## src/rtl/mem_to_reg_pipe_if.sv

```systemverilog
// mem_to_reg_pipe_if: source/select handshake and registered result bus; sel_err exists only with MTR_SEL_ERR_EN
interface mem_to_reg_pipe_if #(
  parameter int DATA_W = 32,
  parameter int N_SRC  = 9,
  parameter int SEL_W  = 4
);
  logic [N_SRC*DATA_W-1:0] in_data;
  logic [SEL_W-1:0]        sel;
  logic                    in_valid;
  logic                    in_ready;
  logic                    flush;
  logic [DATA_W-1:0]       out_data;
  logic                    out_valid;
  logic                    out_ready;
`ifdef MTR_SEL_ERR_EN
  logic                    sel_err;
  modport master (output in_data, sel, in_valid, flush, out_ready,
                  input in_ready, out_data, out_valid, sel_err);
  modport slave  (input in_data, sel, in_valid, flush, out_ready,
                  output in_ready, out_data, out_valid, sel_err);
`else
  modport master (output in_data, sel, in_valid, flush, out_ready,
                  input in_ready, out_data, out_valid);
  modport slave  (input in_data, sel, in_valid, flush, out_ready,
                  output in_ready, out_data, out_valid);
`endif
endinterface

```

## src/rtl/mem_to_reg_pipe.sv

```systemverilog
// mem_to_reg_pipe: registered write-back source selector with valid/ready output; MTR_SEL_ERR_EN adds sticky sel_err
module mem_to_reg_pipe #(
  parameter int DATA_W  = 32,
  parameter int N_SRC   = 9,
  parameter int SEL_W   = 4,
  parameter int K0_CODE = 4,
  parameter int K0_VAL  = 227,
  parameter int K1_CODE = 5,
  parameter int K1_VAL  = 0,
  parameter int K2_CODE = 6,
  parameter int K2_VAL  = 1
) (
  input logic clk,
  input logic reset,
  mem_to_reg_pipe_if.slave bus
);
  logic [DATA_W-1:0] src [N_SRC];
  logic [DATA_W-1:0] dec;
  logic [DATA_W-1:0] out_data;
  logic              out_valid;
  logic              illegal;
  logic              accept;
  int                s;
  for (genvar i = 0; i < N_SRC; i++) begin : g_src
    assign src[i] = bus.in_data[i*DATA_W +: DATA_W];
  end
  // constant codes win over the data slice sharing the same index
  always_comb begin
    s = int'(bus.sel);
    illegal = s != K0_CODE && s != K1_CODE && s != K2_CODE && s >= N_SRC;
    dec = s == K0_CODE ? DATA_W'(K0_VAL) :
          s == K1_CODE ? DATA_W'(K1_VAL) :
          s == K2_CODE ? DATA_W'(K2_VAL) :
          illegal      ? '0 : src[bus.sel];
  end
  assign bus.in_ready  = !out_valid || bus.out_ready;
  assign accept        = bus.in_valid && bus.in_ready;
  assign bus.out_data  = out_data;
  assign bus.out_valid = out_valid;
  always_ff @(posedge clk or negedge reset) begin
    if (!reset) begin
      out_data  <= '0;
      out_valid <= 1'b0;
    end else if (bus.flush) begin
      out_valid <= 1'b0;
    end else if (accept) begin
      out_data  <= dec;
      out_valid <= 1'b1;
    end else if (bus.out_ready) begin
      out_valid <= 1'b0;
    end
  end
`ifdef MTR_SEL_ERR_EN
  logic sel_err;
  assign bus.sel_err = sel_err;
  always_ff @(posedge clk or negedge reset) begin
    if (!reset) sel_err <= 1'b0;
    else if (!bus.flush && accept && illegal) sel_err <= 1'b1;
  end
`endif
endmodule

```

## src/flat_wrapper.sv

```systemverilog
// flat-port wrapper written by rule: the top's interface ports become plain ports
module mem_to_reg_pipe_flat 
#(
  parameter int DATA_W  = 32,
  parameter int N_SRC   = 9,
  parameter int SEL_W   = 4,
  parameter int K0_CODE = 4,
  parameter int K0_VAL  = 227,
  parameter int K1_CODE = 5,
  parameter int K1_VAL  = 0,
  parameter int K2_CODE = 6,
  parameter int K2_VAL  = 1
)
  (clk, reset, bus_in_data, bus_sel, bus_in_valid, bus_flush, bus_out_ready, bus_in_ready, bus_out_data, bus_out_valid);
  mem_to_reg_pipe_if #(.DATA_W(DATA_W), .N_SRC(N_SRC), .SEL_W(SEL_W)) bus_i ();
  input logic clk;
  input logic reset;
  input wire logic [$bits(bus_i.in_data)-1:0] bus_in_data;
  input wire logic [$bits(bus_i.sel)-1:0] bus_sel;
  input wire logic [$bits(bus_i.in_valid)-1:0] bus_in_valid;
  input wire logic [$bits(bus_i.flush)-1:0] bus_flush;
  input wire logic [$bits(bus_i.out_ready)-1:0] bus_out_ready;
  output wire logic [$bits(bus_i.in_ready)-1:0] bus_in_ready;
  output wire logic [$bits(bus_i.out_data)-1:0] bus_out_data;
  output wire logic [$bits(bus_i.out_valid)-1:0] bus_out_valid;
  assign bus_i.in_data = bus_in_data;
  assign bus_i.sel = bus_sel;
  assign bus_i.in_valid = bus_in_valid;
  assign bus_i.flush = bus_flush;
  assign bus_i.out_ready = bus_out_ready;
  assign bus_in_ready = bus_i.in_ready;
  assign bus_out_data = bus_i.out_data;
  assign bus_out_valid = bus_i.out_valid;
  mem_to_reg_pipe #(.DATA_W(DATA_W), .N_SRC(N_SRC), .SEL_W(SEL_W), .K0_CODE(K0_CODE), .K0_VAL(K0_VAL), .K1_CODE(K1_CODE), .K1_VAL(K1_VAL), .K2_CODE(K2_CODE), .K2_VAL(K2_VAL)) u_core (.clk(clk), .reset(reset), .bus(bus_i));
endmodule
```

## config.mk

```make
export PLATFORM = sky130hd
export DESIGN_NAME = mem_to_reg_pipe_flat
export DESIGN_NICKNAME = d
export VERILOG_FILES = /design/src/rtl/mem_to_reg_pipe_if.sv /design/src/rtl/mem_to_reg_pipe.sv /design/src/flat_wrapper.sv
export SDC_FILE = /design/constraint.sdc
export NUM_CORES = 1
export LEC_CHECK = 0
export CELL_PAD_IN_SITES_DETAIL_PLACEMENT = 1
export CELL_PAD_IN_SITES_GLOBAL_PLACEMENT = 1
export CORE_UTILIZATION = 16
export DETAILED_ROUTE_END_ITERATION = 8
export PLACE_DENSITY = 0.73
export SETUP_SLACK_MARGIN = 0.1
export SYNTH_ARGS = -nofsm -noshare
export SYNTH_HDL_FRONTEND = slang
export SYNTH_SLANG_ARGS = --single-unit
```

## constraint.sdc

```tcl
create_clock -name clk -period 1.5 [get_ports clk]
set_input_delay 0.3 -clock clk [delete_from_list [all_inputs] [get_ports clk]]
set_output_delay 0.3 -clock clk [all_outputs]
set_load 0.01 [all_outputs]
```

==> summary by stage <==
Setup path
The data required time of the worst path is 1.66 ns. For this run, the slowest stage of the critical path takes between 0.4 and 0.5 ns. The startpoint identified for the worst register-to-register timing path is u_core.bus.out_valid. For the worst flop-to-flop path, the logic depth is 5. Data on the critical path arrives at its endpoint at 1.60 ns. The worst-case register-to-register setup slack is between 0.06 and 0.07 ns. The critical path's most frequent cell is buf_4. Traced cell by cell, the critical path runs through clkdlybuf4s50_1 -> buf_4 -> nand3b_1 -> buf_4 -> buf_12 -> nand2_1 -> o41ai_4. The largest individual stage delay along the critical path comes from the cell clkdlybuf4s50_1. The capture point of the worst reg-to-reg path is u_core.bus.out_data[16]. The family with the most delay on the worst path is buffers and inverters. The worst setup path is launched from a primary input. Of all nets on the critical path, the largest fanout is 12.

The sum of buffers and inverters on the critical path is 4. The kind of critical path is in2reg. The kind of capture point of the worst setup path is a register.

Finish
0 antenna diodes ended up in the layout. The multi-input logic area is roughly 2200 µm². The layout has roughly 2100 filler cells. Leaving out fill and tap cells, the most frequent cell in the layout is clkdlybuf4s50_1. Leaving out fill and tap cells, the most frequent cells in the layout are 193 x clkdlybuf4s50_1, 51 x o22ai_1, 35 x dlygate4sd2_1.

The growth of design area from synthesis to finish is 108.5%. The number of nets in the final layout is approximately 900. Of the cells placed in the final design, the portion with a size suffix greater than 1 is ~16%. The area taken by flip-flops and latches is 825.8 µm².

Hold path
For hold timing, the worst endpoint is u_core.bus.out_valid. In this run the most critical hold path is launched from bus_out_ready. The path class of the tightest hold or removal check is in2reg. The cell depth of the worst min-delay path is 4.

Yosys
Synthesis produced a netlist whose cell count is approximately 360. The mean instance size in the synthesized netlist is 8.497 µm². The Yosys step of the flow raised 0 warnings. Counting every net in the synthesized netlist gives approximately 660.

The register bit total from synthesis is 33. In this run, distinct cell masters in the synthesized netlist total 43. The mapped cell area is about 3100 µm². The sequential share of the synthesized area is a little over a quarter.

Floorplanning
The area of the die is just under 20000 µm². The core outline area is ~19000 µm². During I/O placement, the number of pins put on the boundary was between 300 and 400. The die boundary width is 140.1 µm. The initial utilization of the core area, before any placement, comes to between 15 and 20%. The die extent in y is ~140 µm.

The count of standard-cell rows is 50.

STA
The number of setup violations in the final report is 0. Setup repair after global routing could not meet its margin everywhere. The worst path uses approximately 96% of the clock period. The peak clock frequency supported by timing is between 0.6 and 0.7 GHz. In this run the tightest slew margin relative to its limit is 65.77%. The setup slack of the critical path after layout is 0.06255 ns. The hold violation count in the final report is 0.

The clock arrives with just over 0.008 ns of skew. The transition time of the tightest slew-check pin is 0.5134 ns. After layout, the minimum clock period comes to around 1.4 ns. The count of final max-slew check failures is 0.

Pwr
Net switching is approximately a third of the power. Dividing total power by cell area gives a power density of between 600 and 700 nW/µm². The static leakage power is approximately 0.0026 µW. IR analysis of the VDD net gives a maximum drop of between 0.3 and 0.4 mV. Of the total power, the clock network draws 30.5%. The total design power is 4081 µW. Cell internal power was estimated by the tool at roughly 2800 µW. The switching component of the power is approximately 1300 µW. The part of the total power dissipated in combinational logic is 43.4%.

Sequential cells account for about a quarter of the total power.

Detailed routing
The number of vias per cell is between 4 and 5. The via count is 4005. Before antenna repair, the detailed router went through 4 iterations. For this run, design rule violations remaining after detail routing come to 0.

The routed design has between 15 and 20 mm of wire. The routed wire length per instance is just over 20 µm. The number of nets with antenna violations after detailed routing is 0. The DRC violation total after the first TritonRoute iteration is about 110.

Global route
Entering global routing, the biggest net connects 38 pins. The number of antenna violations at the first check in global routing is 0. The residual overflow from global routing is 0.

The global-route wire length before repair is 24.27 mm. The combined global-route utilization of all metal layers is approximately 16%. The via count of the first global-routing pass is about 4500.

Placement
The final HPWL from detailed placement is 12.54 mm. The number of port buffers is between 200 and 250. The final RePlAce weighted congestion is between 0.8 and 0.9.

The pre-CTS worst setup slack is -0.4327 ns.

Clock network
The clock network latency to the later pin of the worst-skew pair is roughly 0.29 ns. TritonCTS created 5 clock buffers. Clock tree synthesis selected as its root buffer the cell clkbuf_16. The TritonCTS clock tree is done. The worst-case clock buffer depth is 2. The deepest level of the CTS H-tree is 2. Clock-pin slew was measured on the worst setup and hold paths at 0.06 ns. The sink count of the clock tree is 33.

Run
Across the run, the number of max-cap violations was 0.

Status
The run finished with clean final reports.
-- worst register-to-register path: cells and delay by family (launching register included) --
| family | cells | cell delay (ns) |
|---|---|---|
| AND/OR/NAND/NOR | 2 | 0.38 |
| buffers and inverters | 1 | 0.22 |
| flip-flops | 1 | 0.37 |
| AO/OA/AOI/OAI | 2 | 0.36 |
-- per-stage QoR --
stage	TNS [ns]	util (%)	cells	hold WS, ns	instance area [µm²]
6_report	0	34.00	833	0.4784	6360
2_1_floorplan	0	-	359	0.004409	3053
4_1_cts	0	32.53	829	0.4670	6085
3_5_place_dp	-10.53	31.34	817	0.3072	5862
3_3_place_gp	-9.765	31.34	817	0.2970	5862
5_1_grt	-0.3049	34.00	833	0.4987	6360
-- cell families after synthesis --
family | after synthesis | share of synthesized area, %
AOI/OAI and AO/OA | 162 | 44.30
buffers and inverters | 49 | 9.433
muxes | 6 | 1.969
DFF | 33 | 27.07
and+or+nand+nor | 109 | 17.23
-- flip-flops by register name, indices dropped and copies added (netlist names) --
register	cells
u_core.bus.out_data	32
u_core.bus.out_valid	1
-- power by group through the flow --
stage / clock, µW / sequential (µW) / combinational [µW]
after floorplan: 0 / 1120 / 578
after global placement: 0 / 1080 / 1650
after detailed placement: 0 / 1080 / 1690
after CTS: 1300 / 1060 / 1650
after global routing: 1310 / 1080 / 1890
final: 1240 / 1060 / 1770
-- synthesized netlist by cell type (all sizes together) --
cell type / instances / area, µm²
a2111oi: 4 / 60.06
a211o: 1 / 8.760
a21boi: 26 / 195.2
a21oi: 9 / 45.04
a221oi: 4 / 35.03
a32o: 1 / 10.01
and3: 1 / 6.260
buf: 34 / 231.5
clkbuf: 12 / 45.04
dfrtp: 33 / 825.8
inv: 3 / 11.26
mux2i: 6 / 60.06
nand2: 31 / 116.4
nand2b: 3 / 21.27
nand3: 1 / 5.000
nand3b: 6 / 45.04
nand4: 1 / 6.260
nand4b: 1 / 8.760
nor2: 33 / 126.4
nor2b: 1 / 13.76
nor3: 27 / 135.1
nor3b: 2 / 26.28
nor4b: 1 / 8.760
o211ai: 1 / 7.510
o21a: 1 / 7.510
o21ai: 12 / 63.81
o21bai: 1 / 7.510
o221a: 1 / 11.26
o22a: 1 / 8.760
o22ai: 51 / 319.1
o2bb2ai: 24 / 210.2
o41ai: 25 / 361.6
or3: 1 / 6.260
-- what timing repair did --
item,in CTS,in global routing
gates resized for setup,47,21
setup endpoints to repair,65,28
pin swaps,0,26
buffers inserted,3,1
hold buffers,1,0
cloned,0,3
endpoints found under the hold margin,16,0
-- worst max path at each step --
stage                               startpoint                      end  slack (ns)  depth (start not counted)
after floorplan           u_core.bus.out_valid  u_core.bus.out_data[10]        0.03                          5
after global placement           bus_out_ready  u_core.bus.out_data[27]       -0.35                          6
after detailed placement         bus_out_ready  u_core.bus.out_data[25]       -0.43                          6
after CTS                 u_core.bus.out_valid   u_core.bus.out_data[2]       0.002                          5
after global routing      u_core.bus.out_valid  u_core.bus.out_data[16]       -0.05                          5
final                             bus_in_valid  u_core.bus.out_data[14]        0.06                          7
-- cell type report --
| cell class | count | area share (%) |
|---|---|---|
| Sequential cell | 33 | 12.98 |
| Clock buffer | 5 | 1.967 |
| Multi-Input combinational cell | 277 | 34.47 |
| Timing Repair Buffer | 278 | 45.01 |
| Clock inverter | 3 | 0.7279 |
| Tap cell | 234 | 4.604 |
| Inverter | 3 | 0.2361 |
-- per-layer routing --
| metal | part of all wire (%) | vias up | routed length, µm | GRT usage, % |
|---|---|---|---|---|
| met5 | 0 | - | 0 | 0 |
| met2 | 51 | 164 | 8477 | 28.97 |
| li1 | - | 1875 | - | - |
| met3 | 6.5 | 31 | 1082 | 4.479 |
| met4 | 2.0 | 0 | 342 | 5.668 |
| met1 | 41 | 1935 | 6859 | 17.81 |
Power figures use the tool's default switching activity.
